**config.mk**
```make
export PLATFORM = sky130hd
export DESIGN_NAME = fwd_scoreboard_unit
export DESIGN_NICKNAME = d
export VERILOG_FILES = /design/src/rtl/fwd_scoreboard_unit.sv
export SDC_FILE = /design/constraint.sdc
export NUM_CORES = 1
export LEC_CHECK = 0
export ABC_CLOCK_PERIOD_IN_PS = 3400
export CORE_MARGIN = 4
export CORE_UTILIZATION = 46
export DETAILED_ROUTE_END_ITERATION = 8
export PLACE_DENSITY = 0.84
export REMOVE_ABC_BUFFERS = 1
export SLEW_MARGIN = 0
export SYNTH_ARGS = -nofsm -noshare
export SYNTH_HDL_FRONTEND = slang
export SYNTH_SLANG_ARGS = --single-unit
```
**constraint.sdc**
```tcl
create_clock -name clk -period 3.4 [get_ports clk]
set_input_delay 0.68 -clock clk [delete_from_list [all_inputs] [get_ports clk]]
set_output_delay 0.68 -clock clk [all_outputs]
set_load 0.02 [all_outputs]
```
**src/rtl/fwd_scoreboard_unit.sv**
```systemverilog
// Forwarding / load-use hazard unit with a shift-register scoreboard,
// mem-to-mem store-data bypass and a saturating stall counter.
module fwd_scoreboard_unit #(
  parameter int REG_W    = 4,
  parameter int DATA_W   = 16,
  parameter int NSRC     = 2,
  parameter int DEPTH    = 3,
  parameter bit ZERO_REG = 1'b1,
  parameter bit M2M_EN   = 1'b1,
  parameter int CNT_W    = 16
) (
  input  logic                   clk,
  input  logic                   rst,
  input  logic                   hold,
  input  logic                   flush,
  input  logic                   cnt_clr,
  input  logic                   id_valid,
  input  logic [NSRC*REG_W-1:0]  id_src,
  input  logic [NSRC-1:0]        id_src_used,
  input  logic [NSRC-1:0]        id_src_st,
  input  logic [REG_W-1:0]       id_rd,
  input  logic                   id_we,
  input  logic                   id_is_load,
  input  logic [NSRC*DATA_W-1:0] rf_data,
  input  logic [DATA_W-1:0]      ex_result,
  input  logic [DATA_W-1:0]      mem_ld_data,
  output logic [NSRC*DATA_W-1:0] op_data,
  output logic                   id_stall,
  output logic                   mem_to_mem,
  output logic [DATA_W-1:0]      m2m_data,
  output logic [CNT_W-1:0]       stall_cnt
);

  // entry2 always exists: it holds the load result for mem-to-mem
  localparam int ND = (DEPTH < 3) ? 3 : DEPTH;

  logic [ND-1:0]     vld_q, vld_d;
  logic [ND-1:0]     we_q, we_d;
  logic [2:0]        ld_q, ld_d;
  logic [1:0]        m2m_q, m2m_d;
  logic [REG_W-1:0]  rd_q  [ND];
  logic [REG_W-1:0]  rd_d  [ND];
  logic [DATA_W-1:0] dat_q [1:ND-1];
  logic [DATA_W-1:0] dat_d [1:ND-1];
  logic [CNT_W-1:0]  cnt_q, cnt_d;

  logic [NSRC-1:0]   ld_hz;
  logic [NSRC-1:0]   m2m_hit;
  logic [REG_W-1:0]  src;
  logic              src_ok;

  always_comb begin
    op_data = rf_data;
    ld_hz   = '0;
    m2m_hit = '0;
    src     = '0;
    src_ok  = 1'b0;
    for (int i = 0; i < NSRC; i++) begin
      src    = id_src[i*REG_W +: REG_W];
      src_ok = id_src_used[i] && !(ZERO_REG && src == '0);
      // oldest first so the youngest match overwrites
      for (int k = DEPTH - 1; k >= 1; k--) begin
        if (src_ok && vld_q[k] && we_q[k] && rd_q[k] == src) begin
          if (k == 1 && ld_q[1])
            op_data[i*DATA_W +: DATA_W] = mem_ld_data;
          else
            op_data[i*DATA_W +: DATA_W] = dat_q[k];
        end
      end
      if (src_ok && vld_q[0] && we_q[0] && rd_q[0] == src) begin
        op_data[i*DATA_W +: DATA_W] = ex_result;
        if (ld_q[0]) begin
          if (M2M_EN && id_src_st[i])
            m2m_hit[i] = 1'b1;
          else
            ld_hz[i] = 1'b1;
        end
      end
    end
  end

  assign id_stall   = id_valid & ~flush & (|ld_hz);
  assign mem_to_mem = vld_q[1] & m2m_q[1] & vld_q[2] & ld_q[2];
  assign m2m_data   = dat_q[2];

  always_comb begin
    vld_d = vld_q;
    we_d  = we_q;
    ld_d  = ld_q;
    m2m_d = m2m_q;
    rd_d  = rd_q;
    dat_d = dat_q;
    if (!hold) begin
      vld_d[0] = id_valid & ~id_stall & ~flush;
      we_d[0]  = id_we;
      ld_d[0]  = id_is_load;
      m2m_d[0] = |m2m_hit;
      rd_d[0]  = id_rd;
      vld_d[1] = vld_q[0] & ~flush;
      we_d[1]  = we_q[0];
      ld_d[1]  = ld_q[0];
      m2m_d[1] = m2m_q[0];
      rd_d[1]  = rd_q[0];
      dat_d[1] = ex_result;
      vld_d[2] = vld_q[1];
      we_d[2]  = we_q[1];
      ld_d[2]  = ld_q[1];
      rd_d[2]  = rd_q[1];
      dat_d[2] = ld_q[1] ? mem_ld_data : dat_q[1];
      for (int k = 3; k < ND; k++) begin
        vld_d[k] = vld_q[k-1];
        we_d[k]  = we_q[k-1];
        rd_d[k]  = rd_q[k-1];
        dat_d[k] = dat_q[k-1];
      end
    end
  end

  always_comb begin
    cnt_d = cnt_q;
    if (cnt_clr)
      cnt_d = '0;
    else if (id_stall && !hold && cnt_q != '1)
      cnt_d = cnt_q + CNT_W'(1);
  end

  assign stall_cnt = cnt_q;

  always_ff @(posedge clk or posedge rst) begin
    if (rst) begin
      vld_q <= '0;
      we_q  <= '0;
      ld_q  <= '0;
      m2m_q <= '0;
      cnt_q <= '0;
      for (int k = 0; k < ND; k++) rd_q[k] <= '0;
      for (int k = 1; k < ND; k++) dat_q[k] <= '0;
    end else begin
      vld_q <= vld_d;
      we_q  <= we_d;
      ld_q  <= ld_d;
      m2m_q <= m2m_d;
      cnt_q <= cnt_d;
      rd_q  <= rd_d;
      dat_q <= dat_d;
    end
  end

endmodule
```
# ---- Word level (Yosys, flattened, before mapping)
# Cells that the tools add are included.
dict set report totals {
  in_bits 88
  word_cells 79
  register_bits 71
  output_inout_bits 66
}
dict set report op_classes {
  mux 21
  add_sub_neg 1
  bitwise 10
  eq_ne 7
  reduce_logical 30
}
# operator count
set ops {}
lappend ops {{2-to-1 mux 16 bit} 9}
lappend ops {{== test 4 bit} 6}
lappend ops {{logical AND 1 bit} 22}
lappend ops {{adder 16 x 1 -> 16 bit (second input constant)} 1}
lappend ops {{!= test 16 bit (second input constant)} 1}
lappend ops {{2-to-1 mux 1 bit} 12}
lappend ops {{AND 1 bit} 8}
lappend ops {{zero test 4 bit} 2}
lappend ops {{OR reduction 2 bit} 2}
lappend ops {{zero test 1 bit} 3}
lappend ops {{NOT 1 bit} 2}
lappend ops {{nonzero test 2 bit} 1}

# ---- Longest topological paths before layout
# Gate-level depths: netlist of the first run.
dict set report depth {
  depth_word 13
  mapped_depth 8
  mapped_depth_nobuf 7
}

# ---- Worst setup path before layout of the first run
# OpenSTA, ideal clock, no wires.
dict set report synth_timing {
  path_kind {input -> output}
  start {input port id_src[0]}
  end {output port op_data[10]}
  required_time_ps 2720
  n_path_buf 2
  arrival_ps 2465
  path_slack_ps 255
  cell_stages 6
  path_cell_list {o41ai_1 > or4_1 > clkbuf_1 > clkbuf_1 > o211ai_1 > a22o_1}
}
dict set report synth_between {
  elab_chain_cells 9
  elab_cells_between_ends 18
  cone_classes {3 x eq/ne; 3 x mux; 12 x reduce/logical}
}
# item line_no
set synth_lines {}
lappend synth_lines {{start, declared} 18} ;# input logic [NSRC*REG_W-1:0] id_src,
lappend synth_lines {{zero test 4 bit} 60} ;# src_ok = id_src_used[i] && !(ZERO_REG && src == '0);
lappend synth_lines {{zero test 1 bit} 60}
lappend synth_lines {{logical AND 1 bit} 60}
lappend synth_lines {{logical AND 1 bit (3 in a row)} 63} ;# if (src_ok && vld_q[k] && we_q[k] && rd_q[k] == src) begin
lappend synth_lines {{2-to-1 mux 16 bit (2 in a row)} 63}
lappend synth_lines {{2-to-1 mux 16 bit (*)} 70} ;# if (src_ok && vld_q[0] && we_q[0] && rd_q[0] == src) begin
lappend synth_lines {{end, declared} 27} ;# output logic [NSRC*DATA_W-1:0] op_data,
# Mark *: on every way between the ends. The rest lies on a longest branch, timed or not.

# ---- Final worst setup path of the first run
dict set report layout_timing {
  start {input port id_src[1]}
  end {output port op_data[9]}
}
# Same word-level chain as after synthesis.

==> results.py, run 1 <==
metrics = {
    "timing": {
        "tightest_slew_ps": 756,
        "fin_ws_ps": 9.21,
        "maxSlewHeadroom_pct": 49.6,
        "fin_skew_ps": 11.9,
        "fin_crit_ps": 3390,
        "max_freq_ghz": 0.295,
        "finalMaxSlewViolations": 0,
        "finalHoldViolCount": 0,
        "rsz0062_at_grt": "yes",
        "setup_viol": 0,
        "min_period_over_period_pct": 99.7,
    },
    "worst_setup_path": {
        "end_kind": "output pin",
        "rr_startpoint": "rd_q[8]",
        "crit_chain": "dlygate4sd2_1 -> xor2_1 -> or4_4 -> nor3_4 -> buf_12 -> bufbuf_16 -> a22o_1 -> clkdlybuf4s15_2",
        "start_kind": "input port",
        "worstRegToRegCells": 8,
        "cp.depth": 8,
        "r2r_slack_ps": 690,
        "startpoint": "id_src[1]",
        "cp_max_fo": 16,
        "worstPathArrival_ps": 2710,
        "cp_slowest_cell": "or4_4",
        "crit_type": "input port to output pin",
        "max_stage_delay_ps": 560,
        "crit_buf_inv": 4,
        "required_ps": 2720,
        "critPathTopFamily": "buffers and inverters",
    },
    "detailed_routing": {
        "dr.pass1.iters": 7,
        "routed_wl_um": 15000,
        "drtAntennaViolNets": 0,
        "drt_iter0_drc": 209,
        "via_count": 4368,
        "drcViolationCount": 0,
        "via_per_inst": 5.70,
        "post_drt_wl_per_cell_um": 19.6,
    },
    "logic_synthesis": {
        "ys_ff_latch": 71,
        "netlist_area_mm2": 0.00453,
        "synth_most_common_cell": "dfrtp_1",
        "yosysWarnings": 0,
        "ys_seq_area_share_pct": 39.2,
        "yosysTopAreaCell": "dfrtp_1",
        "synth_edf_count": 0,
        "synth_top_area_share_pct": 39.2,
        "synthFlopType": "dfrtp_1",
        "syn_avg_cell_area_um2": 9.91,
        "syn_inst": 457,
        "synth_commonest_cells": "71 x dfrtp_1, 47 x mux2i_1, 42 x mux2_2, 42 x nand2_1, 40 x a21oi_1",
        "synthTopCellsByArea": "dfrtp_1 39%, mux2_2 10%, mux2i_1 10%",
        "async_reset_ff_share_pct": 100,
        "synth_cell_types": 39,
    },
    "clock_tree": {
        "clkTransAtPathRegs_ps": 70,
        "numCtsBuffers": 9,
        "cts_max_level": 3,
        "clk_latency_ps": 340,
        "cts_tree": "yes",
        "root_buffer": "clkbuf_8",
        "hold_buffers": 0,
        "cts.sinks": 71,
        "clock_path_buffers": 2,
    },
    "pwr": {
        "p_per_area_mw_per_mm2": 388,
        "p_total_mw": 2.68,
        "ir_drop_mv": 0.259,
        "leakage_nw": 3.06,
    },
    "floorplan": {
        "num_rows": 35,
        "io_pins": 154,
        "start_util_pct": 48.1,
        "die_x_um": 107,
        "coreArea_mm2": 0.00942,
        "die-height_um": 107,
        "die_area_mm2": 0.0115,
    },
    "grt": {
        "grt_use_total_pct": 24.6,
        "grt_pass1_vias": 4412,
        "antenna_found_initial": 0,
        "grt_first_pass_wirelength_um": 22400,
        "grt_max_degree": 58,
        "grt_overflow": 0,
    },
    "run": {
        "maxCapViolCount": 0,
    },
    "min_path": {
        "hold_path_depth": 2,
        "hold_path_startpoint": "m2m_q[0]",
        "hold_class": "register to register",
    },
    "final_layout": {
        "ff_latch_area_mm2": 0.00178,
        "layout-drive-gt1-share_pct": 26.7,
        "multiInputGateArea_mm2": 0.00256,
        "fillers": 684,
        "diodes": 0,
        "finalCoreUtilization_pct": 73.4,
        "syn_to_final_growth_pct": 52.6,
        "final_nets": 721,
    },
    "status": {
        "outcome": "complete, no violations",
    },
    "placement": {
        "place_congestion": 0.828,
        "dp_hpwl_um": 10000,
        "port_buffers": 153,
        "dp_slack_ps": -536,
    },
}
-- routing by layer --
layer  track usage (%)  wire length, um  share of wire [%]  up-vias
li1                  -                -                  -     2023
met1              30.8             5860                 39     2127
met2              42.7             7710                 51      196
met3              3.91             1170                7.8       22
met4              8.95              297                2.0        0
met5                 0                0                  0        -
-- what timing repair did --
action | CTS | global route
endpoints found under the setup margin | 33 | 24
buffers inserted | 5 | 6
resized for setup | 111 | 43
cloned | 3 | 4
pin swaps | 3 | 7
-- power by group --
group | leakage (nW) | switching (mW) | total (mW) | internal [mW]
clock network | 0.146 | 0.323 | 0.978 | 0.655
logic | 2.04 | 0.319 | 0.672 | 0.353
registers | 0.877 | 0.0954 | 1.03 | 0.935
-- stage by stage --
| stage | area, um^2 | setup TNS, ps | instances | hold WS (ps) |
|---|---|---|---|---|
| finish | 6910 | 0 | 766 | 500 |
| global route | 6910 | -76.9 | 766 | 520 |
| CTS | 6800 | 0 | 756 | 498 |
| detailed placement | 6380 | -16220 | 732 | 481 |
| global placement | 6380 | -14550 | 732 | 466 |
| floorplan | 4300 | -26830 | 413 | 448 |
-- registers in the layout (all words and copies together), names as in the netlist --
name       flops
dat_q         16
ld_q           3
m2m_data      16
m2m_q          2
rd_q          12
stall_cnt     16
vld_q          3
we_q           3
-- layout make-up --
class                   count  share of cell area [%]
repair buffers            208                    29.7
well taps                 129                    2.34
clock buffers              10                    1.99
inverters                  18                   0.978
flip-flops and latches     71                    25.7
multi-input cells         324                    37.0
clock inverters             6                    2.25
-- kinds of logic (layout without fill, tap and decap cells) --
logic type | Yosys count | count (layout) | synth area share (%)
compound gates | 111 | 111 | 16.8
xor+xnor | 25 | 25 | 4.84
fa+ha+maj | 1 | 1 | 0.276
buf+inv | 62 | 242 | 6.58
flops | 71 | 71 | 39.2
mux | 89 | 89 | 20.8
simple gates | 98 | 98 | 11.4
-- cells in the final DEF (no fill, tap or decap), drive strengths merged, types with 2 or more instances in the layout --
cell	n
nor4	7
clkdlybuf4s50	110
a21o	4
or2	2
buf	68
mux2	42
o31ai	6
a22o	30
or3	6
clkdlybuf4s15	5
dlygate4sd2	6
mux2i	47
inv	18
a211oi	4
xnor2	12
nand3	7
nor2	10
clkbuf	27
a21oi	40
bufinv	5
o41ai	2
nor3	3
nand4	4
o211ai	16
and4	2
or4	10
xor2	13
nand2	42
dfrtp	71
o21ai	8
-- worst paths after layout --
path | endpoint
min in group asynchronous | m2m_data[7]
hold / removal | m2m_q[0]
setup / recovery | op_data[9]
hold reg to reg | m2m_q[0]
max in group asynchronous | dat_q[16]
setup reg to reg | stall_cnt[10]
-- worst register-to-register path: cells and delay by family (launching register included) --
| family | cells | cell delay (ps) |
|---|---|---|
| buffers and inverters | 2 | 380 |
| and+or+nand+nor | 3 | 1290 |
| xor gates and xnor gates | 1 | 180 |
| DFF | 1 | 430 |
| AOI/OAI and AO/OA | 2 | 340 |
Note: power is estimated with default switching activity, not from simulation.
==> inputs of run 2 (changes only) <==
Settings changed: CORE_UTILIZATION 46 to 45, PLACE_DENSITY 0.84 to 0.82, TNS_END_PERCENT set to 5.
==> results.py, run 2 (synthesis gave the netlist of run 1 again) <==
metrics = {
    "grt": {
        "grt_pass1_vias": 4428,
        "grt_use_total_pct": 24.7,
        "grt_overflow": 0,
        "grt_max_degree": 72,
        "grt_first_pass_wirelength_um": 22600,
        "antenna_found_initial": 0,
    },
    "floorplan": {
        "coreArea_mm2": 0.00977,
        "num_rows": 36,
        "io_pins": 154,
        "die-height_um": 108,
        "die_area_mm2": 0.0117,
        "die_x_um": 108,
        "start_util_pct": 46.3,
    },
    "worst_setup_path": {
        "crit_chain": "clkdlybuf4s50_1 -> o41ai_4 -> nor3_2 -> nand4_1 -> buf_12 -> buf_4 -> nand2_1 -> o211ai_1 -> a22o_1 -> buf_2",
        "r2r_slack_ps": 750,
        "regToRegEndpoint": "stall_cnt[15]",
        "start_kind": "input port",
        "rr_startpoint": "rd_q[9]",
        "max_stage_delay_ps": 530,
        "crit_type": "input port to output pin",
        "end_kind": "output pin",
        "crit_buf_inv": 4,
        "cp_slowest_cell": "clkdlybuf4s50_1",
        "required_ps": 2720,
        "critPathTopFamily": "buffers and inverters",
        "worstRegToRegCells": 8,
        "worstPathArrival_ps": 2690,
        "cp_max_fo": 14,
    },
    "clock_tree": {
        "cts_max_level": 3,
        "cts.sinks": 71,
        "clkTransAtPathRegs_ps": 70,
        "hold_buffers": 0,
        "cts_tree": "yes",
        "numCtsBuffers": 9,
        "root_buffer": "clkbuf_8",
        "clock_path_buffers": 2,
        "clk_latency_ps": 350,
    },
    "timing": {
        "fin_setup_tns_ps": 0,
        "finalHoldViolCount": 0,
        "fin_crit_ps": 3370,
        "whs_ps": 505,
        "tightest_slew_ps": 905,
        "setup_viol": 0,
        "finalMaxSlewViolations": 0,
        "maxSlewHeadroom_pct": 39.7,
        "max_freq_ghz": 0.297,
        "fin_skew_ps": 16.9,
        "rsz0062_at_grt": "yes",
        "min_period_over_period_pct": 99.1,
    },
    "detailed_routing": {
        "drtAntennaViolNets": 0,
        "via_per_inst": 5.66,
        "routed_wl_um": 14600,
        "dr.pass1.iters": 4,
        "via_count": 4353,
        "wl_met3_um": 728,
        "post_drt_wl_per_cell_um": 19.0,
        "top_layer": "met4",
        "drt-met1-wl_um": 5930,
        "wl_met2_um": 7600,
        "drcViolationCount": 0,
        "drt_iter0_drc": 156,
    },
    "pwr": {
        "leakage_nw": 3.03,
        "p_per_area_mw_per_mm2": 358,
        "ir_drop_mv": 0.221,
    },
    "final_layout": {
        "syn_to_final_growth_pct": 52.1,
        "final_nets": 720,
        "final_common_cell": "clkdlybuf4s50_1",
        "diodes": 0,
        "layout-drive-gt1-share_pct": 27.5,
        "final_cell_mix": "110 x clkdlybuf4s50_1, 71 x dfrtp_1, 46 x mux2i_1",
    },
    "placement": {
        "dp_hpwl_um": 10200,
        "place_congestion": 0.922,
        "port_buffers": 153,
    },
    "min_path": {
        "hold_path_depth": 2,
        "hold_path_startpoint": "m2m_q[0]",
        "hold_class": "register to register",
        "whs_endpoint": "m2m_q[0]",
    },
    "run": {
        "maxCapViolCount": 0,
    },
    "status": {
        "outcome": "complete, no violations",
    },
}
==> run 2: cell count changes in the layout (fill, tap and decap cells not counted), sizes merged, moves of 3 or more <==
cell           delta
dlygate4sd2       -6
buf               +6
clkdlybuf4s15     +8
clkbuf           -10
bufinv            -3
==> run 2: cell type report <==
class / count / area [um^2]
Tap cell: 133 / 166
Sequential cell: 71 / 1780
Clock buffer: 11 / 141
Inverter: 18 / 67.6
Fill cell: 739 / 2890
Timing Repair Buffer: 207 / 2030
Clock inverter: 5 / 81.3
Multi-Input combinational cell: 324 / 2620
==> run 2: what timing repair did <==
action	4_1_cts	5_1_grt
pin swaps	9	5
cloned	3	0
endpoints found under the setup margin	33	33
gates resized for setup	149	20
setup buffers	8	4
==> run 2: report_power, final <==
part	internal [mW]	switching [mW]
clock	0.433	0.320
sequential	0.936	0.0899
combinational	0.362	0.326
==> run 2: stage by stage <==
step	setup WS (ps)	util, %	instance area, um^2	instances	total power [mW]
after global routing	-51.7	70.5	6890	769	2.58
after detailed placement	-572	65.6	6410	739	1.71
after global placement	-562	65.6	6410	739	1.69
after CTS	-9.19	69.8	6820	766	2.47
after floorplan	-839	-	4300	413	1.35
final	29.0	70.5	6890	769	2.47
==> run 2: per-layer routing <==
| layer | up-vias | GRT usage, % |
|---|---|---|
| li1 | 2014 | - |
| met1 | 2164 | 29.6 |
| met2 | 148 | 44.0 |
| met3 | 27 | 4.66 |
| met4 | 0 | 9.29 |
| met5 | - | 0 |
==> run 2: tightest hold or removal path, delay by kind of cell, from the launching register on <==
family	cells	cell delay [ps]
flip-flops	1	350
AND/OR/NAND/NOR	1	50
AO/OA/AOI/OAI	1	70
==> run 2: worst max-delay path by stage <==
stage                    from          end  slack, ps  cells past startpoint
3_5_place_dp        id_src[4]  op_data[29]       -570                      8
2_1_floorplan       id_src[4]  op_data[16]       -840                      4
4_1_cts             id_src[0]   op_data[9]         -9                     10
6_report       id_src_used[0]   op_data[8]         30                     10
5_1_grt        id_src_used[0]   op_data[8]        -50                     10
3_3_place_gp        id_src[4]  op_data[26]       -560                      8
